===== src/rtl/level_ctrl_if.sv =====
// Bundles the level controller's game-side inputs and status outputs.
// The master drives the stimulus and the slave is the controller itself.
interface level_ctrl_if;
    logic        frame_tick;
    logic        start;
    logic [31:0] eaten;
    logic        ghost_hit;
    logic        dots_clear;
    logic        freeze;
    logic [15:0] score;
    logic [1:0]  lives;
    logic [3:0]  level;
    logic [2:0]  state;
    logic [5:0]  dots_left;

    modport master (
        output frame_tick, start, eaten, ghost_hit,
        input  dots_clear, freeze, score, lives, level, state, dots_left
    );

    modport slave (
        input  frame_tick, start, eaten, ghost_hit,
        output dots_clear, freeze, score, lives, level, state, dots_left
    );
endinterface


===== src/rtl/level_ctrl.sv =====
// Pac-Man level sequencer: READY/PLAY/CLEAR/DEATH/OVER flow, lives, level, and
// saturating dot scoring from rising edges of the eaten flags.
module level_ctrl #(
    parameter int READY_FRAMES = 120,
    parameter int CLEAR_FRAMES = 90,
    parameter int DEATH_FRAMES = 60,
    parameter int DOT_POINTS   = 10,
    parameter int START_LIVES  = 3
) (
    input logic         Clk,
    input logic         Reset,
    level_ctrl_if.slave bus
);
    typedef enum logic [2:0] {
        IDLE  = 3'd0,
        READY = 3'd1,
        PLAY  = 3'd2,
        CLEAR = 3'd3,
        DEATH = 3'd4,
        OVER  = 3'd5
    } state_t;

    localparam logic [7:0] READY_T = 8'(READY_FRAMES);
    localparam logic [7:0] CLEAR_T = 8'(CLEAR_FRAMES);
    localparam logic [7:0] DEATH_T = 8'(DEATH_FRAMES);
    localparam logic [1:0] LIVES_0 = 2'(START_LIVES);

    function automatic logic [5:0] popcnt(input logic [31:0] v);
        logic [5:0] c;
        c = '0;
        for (int i = 0; i < 32; i++) c = c + {5'd0, v[i]};
        return c;
    endfunction

    state_t      st;
    logic [31:0] eaten_q;
    logic [31:0] new_bits;
    logic [5:0]  new_cnt;
    logic [31:0] sum;
    logic [15:0] score_r;
    logic [15:0] score_sat;
    logic [7:0]  timer;
    logic [7:0]  timer_inc;
    logic [1:0]  lives_r;
    logic [3:0]  level_r;
    logic        clr_r;
    logic        clr_d;
    logic        freeze_r;

    assign new_bits  = bus.eaten & ~eaten_q;
    assign new_cnt   = popcnt(new_bits);
    assign sum       = {16'd0, score_r} + 32'(new_cnt) * 32'(DOT_POINTS);
    assign score_sat = (|sum[31:16]) ? 16'hFFFF : sum[15:0];
    assign timer_inc = timer + 8'd1;

    always_ff @(posedge Clk) begin
        if (!Reset) begin
            st       <= IDLE;
            score_r  <= '0;
            lives_r  <= '0;
            level_r  <= '0;
            timer    <= '0;
            eaten_q  <= bus.eaten;
            clr_r    <= 1'b1;
            clr_d    <= 1'b0;
            freeze_r <= 1'b1;
        end else begin
            clr_r   <= 1'b0;
            clr_d   <= clr_r;
            eaten_q <= bus.eaten;
            // Dots flipping back during a board clear must not be scored.
            if (!clr_r && !clr_d) score_r <= score_sat;

            case (st)
                IDLE, OVER: begin
                    // Gating on clr_r keeps dots_clear from pulsing back-to-back after reset.
                    if (bus.start && !clr_r) begin
                        st       <= READY;
                        score_r  <= '0;
                        lives_r  <= LIVES_0;
                        level_r  <= 4'd1;
                        timer    <= '0;
                        clr_r    <= 1'b1;
                        freeze_r <= 1'b1;
                    end
                end
                READY: begin
                    if (bus.frame_tick) begin
                        if (timer_inc == READY_T) begin
                            st       <= PLAY;
                            timer    <= '0;
                            freeze_r <= 1'b0;
                        end else begin
                            timer <= timer_inc;
                        end
                    end
                end
                PLAY: begin
                    if (&bus.eaten) begin
                        st       <= CLEAR;
                        timer    <= '0;
                        freeze_r <= 1'b1;
                    end else if (bus.ghost_hit) begin
                        st       <= DEATH;
                        timer    <= '0;
                        freeze_r <= 1'b1;
                    end
                end
                CLEAR: begin
                    if (bus.frame_tick) begin
                        if (timer_inc == CLEAR_T) begin
                            st      <= READY;
                            timer   <= '0;
                            clr_r   <= 1'b1;
                            level_r <= (level_r == 4'd15) ? 4'd15 : level_r + 4'd1;
                        end else begin
                            timer <= timer_inc;
                        end
                    end
                end
                DEATH: begin
                    if (bus.frame_tick) begin
                        if (timer_inc == DEATH_T) begin
                            timer   <= '0;
                            lives_r <= lives_r - 2'd1;
                            st      <= (lives_r == 2'd1) ? OVER : READY;
                        end else begin
                            timer <= timer_inc;
                        end
                    end
                end
                default: begin
                    st       <= IDLE;
                    timer    <= '0;
                    freeze_r <= 1'b1;
                end
            endcase
        end
    end

    assign bus.dots_clear = clr_r;
    assign bus.freeze     = freeze_r;
    assign bus.score      = score_r;
    assign bus.lives      = lives_r;
    assign bus.level      = level_r;
    assign bus.state      = st;
    assign bus.dots_left  = 6'd32 - popcnt(bus.eaten);
endmodule


===== src/flat_wrapper.sv =====
// flat-port wrapper written by rule: the top's interface ports become plain ports
module level_ctrl_flat 
#(
    parameter int READY_FRAMES = 120,
    parameter int CLEAR_FRAMES = 90,
    parameter int DEATH_FRAMES = 60,
    parameter int DOT_POINTS   = 10,
    parameter int START_LIVES  = 3
)
  (Clk, Reset, bus_frame_tick, bus_start, bus_eaten, bus_ghost_hit, bus_dots_clear, bus_freeze, bus_score, bus_lives, bus_level, bus_state, bus_dots_left);
  level_ctrl_if bus_i ();
  input logic Clk;
  input logic Reset;
  input wire logic [$bits(bus_i.frame_tick)-1:0] bus_frame_tick;
  input wire logic [$bits(bus_i.start)-1:0] bus_start;
  input wire logic [$bits(bus_i.eaten)-1:0] bus_eaten;
  input wire logic [$bits(bus_i.ghost_hit)-1:0] bus_ghost_hit;
  output wire logic [$bits(bus_i.dots_clear)-1:0] bus_dots_clear;
  output wire logic [$bits(bus_i.freeze)-1:0] bus_freeze;
  output wire logic [$bits(bus_i.score)-1:0] bus_score;
  output wire logic [$bits(bus_i.lives)-1:0] bus_lives;
  output wire logic [$bits(bus_i.level)-1:0] bus_level;
  output wire logic [$bits(bus_i.state)-1:0] bus_state;
  output wire logic [$bits(bus_i.dots_left)-1:0] bus_dots_left;
  assign bus_i.frame_tick = bus_frame_tick;
  assign bus_i.start = bus_start;
  assign bus_i.eaten = bus_eaten;
  assign bus_i.ghost_hit = bus_ghost_hit;
  assign bus_dots_clear = bus_i.dots_clear;
  assign bus_freeze = bus_i.freeze;
  assign bus_score = bus_i.score;
  assign bus_lives = bus_i.lives;
  assign bus_level = bus_i.level;
  assign bus_state = bus_i.state;
  assign bus_dots_left = bus_i.dots_left;
  level_ctrl #(.READY_FRAMES(READY_FRAMES), .CLEAR_FRAMES(CLEAR_FRAMES), .DEATH_FRAMES(DEATH_FRAMES), .DOT_POINTS(DOT_POINTS), .START_LIVES(START_LIVES)) u_core (.Clk(Clk), .Reset(Reset), .bus(bus_i));
endmodule

===== config.mk =====
export PLATFORM = sky130hd
export DESIGN_NAME = level_ctrl_flat
export DESIGN_NICKNAME = d
export VERILOG_FILES = /design/src/rtl/level_ctrl_if.sv /design/src/rtl/level_ctrl.sv /design/src/flat_wrapper.sv
export SDC_FILE = /design/constraint.sdc
export NUM_CORES = 1
export LEC_CHECK = 0
export ABC_CLOCK_PERIOD_IN_PS = 10250
export CAP_MARGIN = 10
export CORE_MARGIN = 2
export CORE_UTILIZATION = 30
export DETAILED_ROUTE_END_ITERATION = 7
export DONT_BUFFER_PORTS = 1
export PLACE_DENSITY_LB_ADDON = 0.2
export SETUP_SLACK_MARGIN = 0.02
export SKIP_LAST_GASP = 1
export SLEW_MARGIN = 10
export SYNTH_ARGS = -nofsm -noshare
export SYNTH_HDL_FRONTEND = slang
export SYNTH_SLANG_ARGS = --single-unit

===== constraint.sdc =====
create_clock -name Clk -period 10.25 [get_ports Clk]
set_input_delay 1.025 -clock Clk [delete_from_list [all_inputs] [get_ports Clk]]
set_output_delay 1.025 -clock Clk [all_outputs]
set_load 0.1 [all_outputs]

==> impl_metrics.ini <==
[outcome]
outcome = completed

[timing]
fin_crit_ns = 8.600
setup_viol = 0
min_period_over_period_pct = 83.90
rsz0062_at_grt = false
clock_skew_ns = 0.007789
max_freq_mhz = 116.3
tightest_slew_ns = 1.160
drv_slew = 0
slew_headroom_pct = 22.60
fin_setup_tns_ns = 0
finalHoldViolCount = 0
postLayoutSetupSlackWorst_ns = 1.650

[yosys]
ys_seq_area_share_pct = 25.38
yosysTopAreaCell = dfxtp_1
synth-warning-count = 0
avgSynthCellArea_sq_um = 9.425
ys.flop_type = dfxtp_1
synthCells = 569
synth-seq-cells = 68
yosysUniqueCellTypes = 58
syn_nets = 721
synth_area_leaders = dfxtp_1, fa_1, ha_1
synth_edf_count = 0
async_flop_share_pct = 0
yosys.area.top_type_share_pct = 25.38
synth_area_sq_mm = 0.005363

[cells_and_area]
drive_gt1_share_pct = 5.709
seq_area_sq_mm = 0.001361
fin_nets = 725
fin_cells = 803
nFillCells = 1776
n_antenna_cell = 0
layout_commonest_cell = inv_1
area_delta_synth_final_pct = 10.83
multiInputGateArea_sq_mm = 0.003573
most-common-layout-cells = inv_1, dfxtp_1, ha_1, fa_1, a21oi_1

[critical_path]
critPathMaxStageDelay_ns = 0.54
crit_path_top_delay_cell = fa_1
cpMostUsedCell = fa_1
rr_worst_depth = 29
required_ns = 10.47
end_kind = flip-flop
start_kind = primary input
path_class = in -> reg
cp-endpoint = u_core.bus.score[6]
critPathLaunch = bus_eaten[0]
crit_fanout = 9
worstReg2RegEnd = u_core.bus.score[6]
arrival_ns = 8.82
r2r-start = u_core.eaten_q[1]
regToRegSetupSlack_ns = 2.10

[clock_tree]
postCtsHoldBufs = 0
cts_buffers = 9
cts_setup_buffers = 0
clkLatencyLatePin_ns = 0.34
cts.clk_slew.worst_paths_ns = 0.06
clkSinkCount = 68
htree_num_levels = 3
post_cts_resized = 0
cts_root_buf = clkbuf_16
cts_tree = built
cts.path.max_buffers = 2

[place]
placed_cells = 787
preCtsSetupSlack_ns = 1.307
post-dp-hpwl_mm = 9.944
io_buffers = 0
place.gp.congestion = 0.8375

[global_routing]
grt_pass1_vias = 4019
antenna_found_initial = 0
grt_start_max_net_pins = 17
grt-ovfl-total = 0
track_usage_pct = 13.79
grt_first_pass_wirelength_mm = 20.15

[hold_path]
hold_class = reg -> reg

[die]
pin_count = 70
die_x_um = 137.7
num_rows = 48
core_sq_mm = 0.01742
initial_core_util_pct = 30.79
dieArea_sq_mm = 0.01896
die_y_um = 137.7

[drt]
avgRoutedWirePerCell_um = 15.05
via_count = 3819
routed_wirelength_mm = 12.09
drt_iter0_markers = 134
drt-pass1-iter-count = 4
drc = 0
vias_per_cell = 4.756
ant_nets = 0

[run]
drv_cap = 0
## kinds of logic after synthesis
family                   synth area share, %
flip-flops                             25.39
multiplexers                          0.7466
AND/OR/NAND/NOR                        15.66
buffers and inverters                  8.260
AO/OA/AOI/OAI                          13.18
XOR/XNOR                               2.940
adder cells (fa/ha/maj)                33.83
## worst max-delay path: cells and delay by family
kind / cells / cell delay, ns
compound gates: 9 / 1.95
xor+xnor: 2 / 0.32
fa+ha+maj: 12 / 4.96
buf+inv: 4 / 0.23
simple gates: 2 / 0.31
## synthesized netlist by cell type, types with 7 or more instances
cell	instances
inv_1	105
dfxtp_1	68
ha_1	65
fa_1	50
a21oi_1	30
nor2_1	28
nand2_1	23
nand2b_1	21
nand4_1	15
nor2b_1	14
xnor2_1	12
nor3_1	10
a21o_1	9
nand3_1	8
o21ai_0	8
a31oi_1	7
clkbuf_1	7
nand3b_1	7
o21a_1	7
o221a_1	7
## final cells by class
cell class / count / area share [%]
Multi-Input combinational cell: 385 / 60.13
Sequential cell: 68 / 22.91
Inverter: 105 / 6.632
Tap cell: 225 / 4.737
Clock buffer: 10 / 4.021
Clock inverter: 6 / 1.074
Timing Repair Buffer: 4 / 0.5053
## worst min-delay path by stage
stage,start,end,slack [ns],cells after the start
2_1_floorplan,u_core.timer[1],u_core.timer[1],0.48,2
3_3_place_gp,u_core.timer[1],u_core.timer[1],0.51,2
3_5_place_dp,u_core.timer[1],u_core.timer[1],0.52,2
4_1_cts,u_core.timer[1],u_core.timer[1],0.52,2
5_1_grt,u_core.timer[1],u_core.timer[1],0.56,2
6_report,u_core.timer[1],u_core.timer[1],0.52,2
## flip-flops by register name (all words and copies together) (netlist names)
signal	cells
u_core.bus.freeze	1
u_core.bus.level	4
u_core.bus.score	16
u_core.bus.lives	2
u_core.eaten_q	32
u_core.bus.state	3
u_core.timer	8
u_core.bus.dots_clear	1
u_core.clr_d	1
## through the flow
step / hold slack (ns) / cell area [sq um] / utilization, %
after floorplan: 0.4836 / 5363 / -
after global placement: 0.5052 / 5640 / 32.39
after detailed placement: 0.5170 / 5640 / 32.39
after CTS: 0.5248 / 5943 / 34.12
after global routing: 0.5573 / 5943 / 34.12
final: 0.5162 / 5943 / 34.12
## per-layer routing
metal	part of all wire (%)	track usage (%)
met1	45	17.00
met2	47	23.19
met3	6.9	4.746
met4	1.2	3.288
met5	0	0
Power is not shown: default switching activity piles up to over one toggle a cycle in this logic, so the estimate is an artifact.
